$ cat src/rtl/fma_writeback.sv
// fma_writeback: result-side companion of the shader-core FMA unit.
// Tracks ops issued into the fixed-latency FMA pipeline, captures each 18-bit
// result with its destination tag, and buffers it in a show-ahead FIFO for the
// register-file write port. Issue is credit-gated so every result has a slot.
//
// Ports:
//   clk, rst                 clock, synchronous active-high reset
//   issue_valid/issue_tag    op presented to the FMA unit and its destination tag
//   issue_ready              credit available (accept = issue_valid & issue_ready)
//   q                        FMA pipeline result, valid LATENCY cycles after accept
//   wb_valid/wb_ready        head-of-FIFO handshake towards the register file
//   wb_tag/wb_data           head result tag and value
//   wb_flags                 {nan_inf, neg, zero} of head result (FMA_WB_FLAGS_EN only)
//   in_flight                credits in use (pipeline + FIFO)
//
// Build option: define FMA_WB_FLAGS_EN to add the wb_flags classification output.
module fma_writeback #(
  parameter int unsigned LATENCY    = 5,
  parameter int unsigned TAG_W      = 4,
  parameter int unsigned FIFO_DEPTH = 8
) (
  input  logic                               clk,
  input  logic                               rst,
  input  logic                               issue_valid,
  input  logic [TAG_W-1:0]                   issue_tag,
  output logic                               issue_ready,
  input  logic [17:0]                        q,
  output logic                               wb_valid,
  input  logic                               wb_ready,
  output logic [TAG_W-1:0]                   wb_tag,
  output logic [17:0]                        wb_data,
`ifdef FMA_WB_FLAGS_EN
  output logic [2:0]                         wb_flags,
`endif
  output logic [$clog2(FIFO_DEPTH):0]        in_flight
);

  localparam int unsigned DATA_W = 18;
  localparam int unsigned PTR_W  = $clog2(FIFO_DEPTH);
  localparam int unsigned CNT_W  = PTR_W + 1;
`ifdef FMA_WB_FLAGS_EN
  localparam int unsigned FLAG_W  = 3;
  localparam int unsigned ENTRY_W = FLAG_W + TAG_W + DATA_W;
`else
  localparam int unsigned ENTRY_W = TAG_W + DATA_W;
`endif

  logic               accept;
  logic               push;
  logic               pop;
  logic               full;
  logic               empty;
  logic [ENTRY_W-1:0] push_entry;
  logic [ENTRY_W-1:0] head;

  logic [LATENCY-1:0] dl_vld;
  logic [TAG_W-1:0]   dl_tag [LATENCY];

  logic [ENTRY_W-1:0] mem [FIFO_DEPTH];
  logic [CNT_W-1:0]   wr_ptr;
  logic [CNT_W-1:0]   rd_ptr;

  // Credit gate: in_flight never exceeds FIFO_DEPTH, so a push always finds room.
  assign issue_ready = !rst && (in_flight < CNT_W'(FIFO_DEPTH));
  assign accept      = issue_valid && issue_ready;

  // Delay line mirrors the FMA pipeline so the tag meets its result.
  always_ff @(posedge clk) begin
    if (rst) begin
      dl_vld <= '0;
      for (int i = 0; i < int'(LATENCY); i++) dl_tag[i] <= '0;
    end else begin
      dl_vld[0] <= accept;
      dl_tag[0] <= issue_tag;
      for (int i = 1; i < int'(LATENCY); i++) begin
        dl_vld[i] <= dl_vld[i-1];
        dl_tag[i] <= dl_tag[i-1];
      end
    end
  end

  assign push = dl_vld[LATENCY-1];

`ifdef FMA_WB_FLAGS_EN
  logic [FLAG_W-1:0] push_flags;
  assign push_flags = {q[16:11] == 6'h3F, q[17], q[16:0] == 17'd0};
  assign push_entry = {push_flags, dl_tag[LATENCY-1], q};
`else
  assign push_entry = {dl_tag[LATENCY-1], q};
`endif

  // Pointers carry one extra wrap bit to tell full from empty.
  assign empty = (wr_ptr == rd_ptr);
  assign full  = (wr_ptr[PTR_W] != rd_ptr[PTR_W]) &&
                 (wr_ptr[PTR_W-1:0] == rd_ptr[PTR_W-1:0]);
  assign pop   = wb_valid && wb_ready;

  always_ff @(posedge clk) begin
    if (rst) begin
      wr_ptr <= '0;
      rd_ptr <= '0;
      for (int i = 0; i < int'(FIFO_DEPTH); i++) mem[i] <= '0;
    end else begin
      if (push) begin
        mem[wr_ptr[PTR_W-1:0]] <= push_entry;
        wr_ptr                 <= wr_ptr + CNT_W'(1);
      end
      if (pop) rd_ptr <= rd_ptr + CNT_W'(1);
    end
  end

  // Overflow cannot happen while the credit gate holds.
  always_ff @(posedge clk) begin
    if (!rst) begin
      assert (!(push && full)) else $error("fma_writeback: push into full FIFO");
    end
  end

  // Credit counter: +1 on accept, -1 on pop.
  always_ff @(posedge clk) begin
    if (rst) begin
      in_flight <= '0;
    end else begin
      case ({accept, pop})
        2'b10:   in_flight <= in_flight + CNT_W'(1);
        2'b01:   in_flight <= in_flight - CNT_W'(1);
        default: in_flight <= in_flight;
      endcase
    end
  end

  // Show-ahead head: outputs come straight from the storage registers.
  assign head     = mem[rd_ptr[PTR_W-1:0]];
  assign wb_valid = !empty;
  assign wb_data  = head[DATA_W-1:0];
  assign wb_tag   = head[DATA_W +: TAG_W];
`ifdef FMA_WB_FLAGS_EN
  assign wb_flags = head[DATA_W+TAG_W +: FLAG_W];
`endif

endmodule

$ cat config.mk
export PLATFORM = sky130hd
export DESIGN_NAME = fma_writeback
export DESIGN_NICKNAME = d
export VERILOG_FILES = /design/src/rtl/fma_writeback.sv
export SDC_FILE = /design/constraint.sdc
export NUM_CORES = 1
export LEC_CHECK = 0
export ABC_AREA = 1
export CAP_MARGIN = 15
export CELL_PAD_IN_SITES_DETAIL_PLACEMENT = 0
export CELL_PAD_IN_SITES_GLOBAL_PLACEMENT = 2
export CORE_MARGIN = 1
export CORE_UTILIZATION = 30
export DETAILED_ROUTE_END_ITERATION = 16
export HOLD_SLACK_MARGIN = 0.02
export PLACE_DENSITY_LB_ADDON = 0.1
export RECOVER_POWER = 50
export SYNTH_ARGS = -nofsm -noshare
export SYNTH_HDL_FRONTEND = slang
export SYNTH_SLANG_ARGS = --single-unit
$ cat constraint.sdc
create_clock -name clk -period 3.05 [get_ports clk]
set_clock_uncertainty 0.2 [all_clocks]
set_input_delay 0.61 -clock clk [delete_from_list [all_inputs] [get_ports clk]]
set_output_delay 0.61 -clock clk [all_outputs]
set_load 0.01 [all_outputs]
==> results.cfg <==
[critical_path]
critical_path_required_ns = 2.24
cp-end-kind = primary output
crit_fanout = 15
startpoint_type = register
setup.worst_path.class = register to primary output
worstPathArrival_ns = 2.11

[synth]
async_flop_share = 0
ys_ff_latch = 216
ys_warn_count = 0
avgSynthCellArea_um2 = 10.0
synth_largest_area_cell = edfxtp_1
synth_top_area_share = 0.574
synth_cells = 919
ys_top_cells_by_area = edfxtp_1 57%, nor2_1 12%, dfxtp_1 8.7%
yosysSeqAreaShare = 0.661
synth_flop_cell = edfxtp_1
syn-cell-area_mm2 = 0.00920
synth-edff-count = 176
synthDistinctLibCells = 22
synth_fp_nets = 950

[floorplanning]
start_util = 0.308
coreArea_mm2 = 0.0299
pin_count = 54
die_x_um = 177
die_area_mm2 = 0.0314
die_y_um = 177
rows = 63

[cts]
clkSinkCount = 216
cts_made_buffers = 25
cts_buffer_depth = 3
cts_tree = built
path_clk_slew_ns = 0.06
clock_latency_ns = 0.52
cts-root-buf = clkbuf_16
cts_max_level = 1

[run]
max-cap-violations = 0

[routing]
detail_route.wl_per_cell_um = 19.4
final_antenna_net_count = 0
drc = 0
vias_per_cell = 4.59
drtPass1Iterations = 6
vias = 6460
drt_wl_total_um = 27200
drtIter0Drc = 342

[power]
p_leak_nw = 4.65
power_density_mw_per_mm2 = 629
vdd_drop_max_mv = 0.333

[layout]
fin_util = 0.382
final_common_cell = nor2_1
drive_gt1_frac = 0.0846
nets = 1032
diodes = 0
most-common-layout-cells = 306 x nor2_1, 176 x edfxtp_1, 110 x nand2_1, 80 x o21ai_0, 67 x inv_1
stdcell_area_mm2 = 0.0114
area_growth_pct = 24.0

[sta]
rsz0062_at_grt = no
fmax_mhz = 342
maxSlewViolCount = 0
post-route-min-period_ns = 2.92
relSlewSlack = 0.456
finalSetupViolCount = 0
final.period_utilization = 0.957
hold_viol = 0
tightest_slew_ns = 0.816

[placement]
hpwl_um = 15100
finalWeightedCongestion = 0.677
port_buffers = 53
placed_cell_area_mm2 = 0.0104

[run_status]
status = finished clean

[grt]
track_usage = 0.176
grt_pass1_wl_um = 40600
grt_pass1_vias = 6575
grt-ovfl-total = 0
grt_max_degree = 33
antenna_found_initial = 0

[min_path]
hold_class = register to register
==> per-layer routing <==
layer  vias up  share of wire  track usage
li1       3201              -            -
met1      3135           0.45        0.228
met2        88           0.50        0.313
met3        36          0.028       0.0206
met4         0          0.020       0.0392
met5         -              0            0
==> what timing repair did <==
| item | 4_1_cts | 5_1_grt |
|---|---|---|
| setup buffers | 5 | 4 |
| cloned | 4 | 2 |
| hold endpoints to repair | 0 | 0 |
| endpoints found under the setup margin | 22 | 12 |
| hold buffers | 0 | 0 |
| gates resized for setup | 27 | 15 |
| pin swaps | 0 | 1 |
==> logic make-up (layout without fill, tap and decap cells) <==
logic type	count (synthesis)	in the layout	synth area share
xor gates and xnor gates	5	5	0.00476
muxes	22	22	0.0239
DFF	216	216	0.661
adders and majority gates	5	5	0.00680
and+or+nand+nor	426	426	0.177
buffers and inverters	120	217	0.0552
AOI/OAI and AO/OA	125	125	0.0710
==> power by group <==
group	switching, mW	internal [mW]	leakage [nW]
Combinational	0.581	0.445	2.14
Sequential	0.0568	3.29	2.14
Clock	1.17	1.64	0.370
==> critical path: stages (launching register included) <==
cell and delay, ns:
dfxtp_4 0.46, buf_4 0.18, clkbuf_16 0.18, o21ai_0 0.12, o22ai_1 0.16, nand2_1 0.07, nand2_1 0.09, dlygate4sd2_1 0.32
==> metrics by stage <==
stage                     total power, mW  TNS, ns  hold slack [ns]  instances  setup WS, ns
final                                7.18        0            0.197       1406         0.130
after floorplan                      3.90        0            0.188        919         0.497
after global placement               4.33        0            0.191       1349         0.274
after global routing                 7.47        0            0.219       1406        0.0308
after detailed placement             4.32        0            0.193       1349         0.258
after CTS                            7.24   -0.129            0.201       1400       -0.0399
==> cell type report <==
class / instances / area, µm²
fill: 2982 / 18500
sequential: 216 / 6090
multi-input combinational: 583 / 2590
timing repair buffer: 107 / 1220
clock buffer: 39 / 737
tap: 390 / 488
inverter: 68 / 260
clock inverter: 3 / 13.8
==> flip-flops by register name, summed over array words and instances, names as in the netlist, named ones only <==
register and cells:
dl_tag 20, dl_vld 5, in_flight 4, mem 176, rd_ptr 4, wr_ptr 4
==> synth_stat cells (5+ instances only) <==
master      n
clkbuf_1   18
o22ai_1    22
mux2i_1    22
inv_1      68
ha_1        5
o21ai_0    84
buf_1       5
a21oi_1     9
nand2_1   110
o21ai_1    10
nand3_1     7
nor2_1    306
edfxtp_1  176
dfxtp_1    40
buf_4       6
buf_2      22
==> worst paths after layout <==
kind / cells past startpoint / start / slack, ns / to
max reg2reg: 16 / wr_ptr[1] / 0.59 / in_flight[2]
max: 7 / register / 0.13 / wb_data[9]
min reg2reg: 2 / dl_tag[0][15] / 0.20 / dl_tag[0][19]
min: 2 / dl_tag[0][15] / 0.20 / dl_tag[0][19]
No activity file was read; power rests on OpenSTA's default activity.
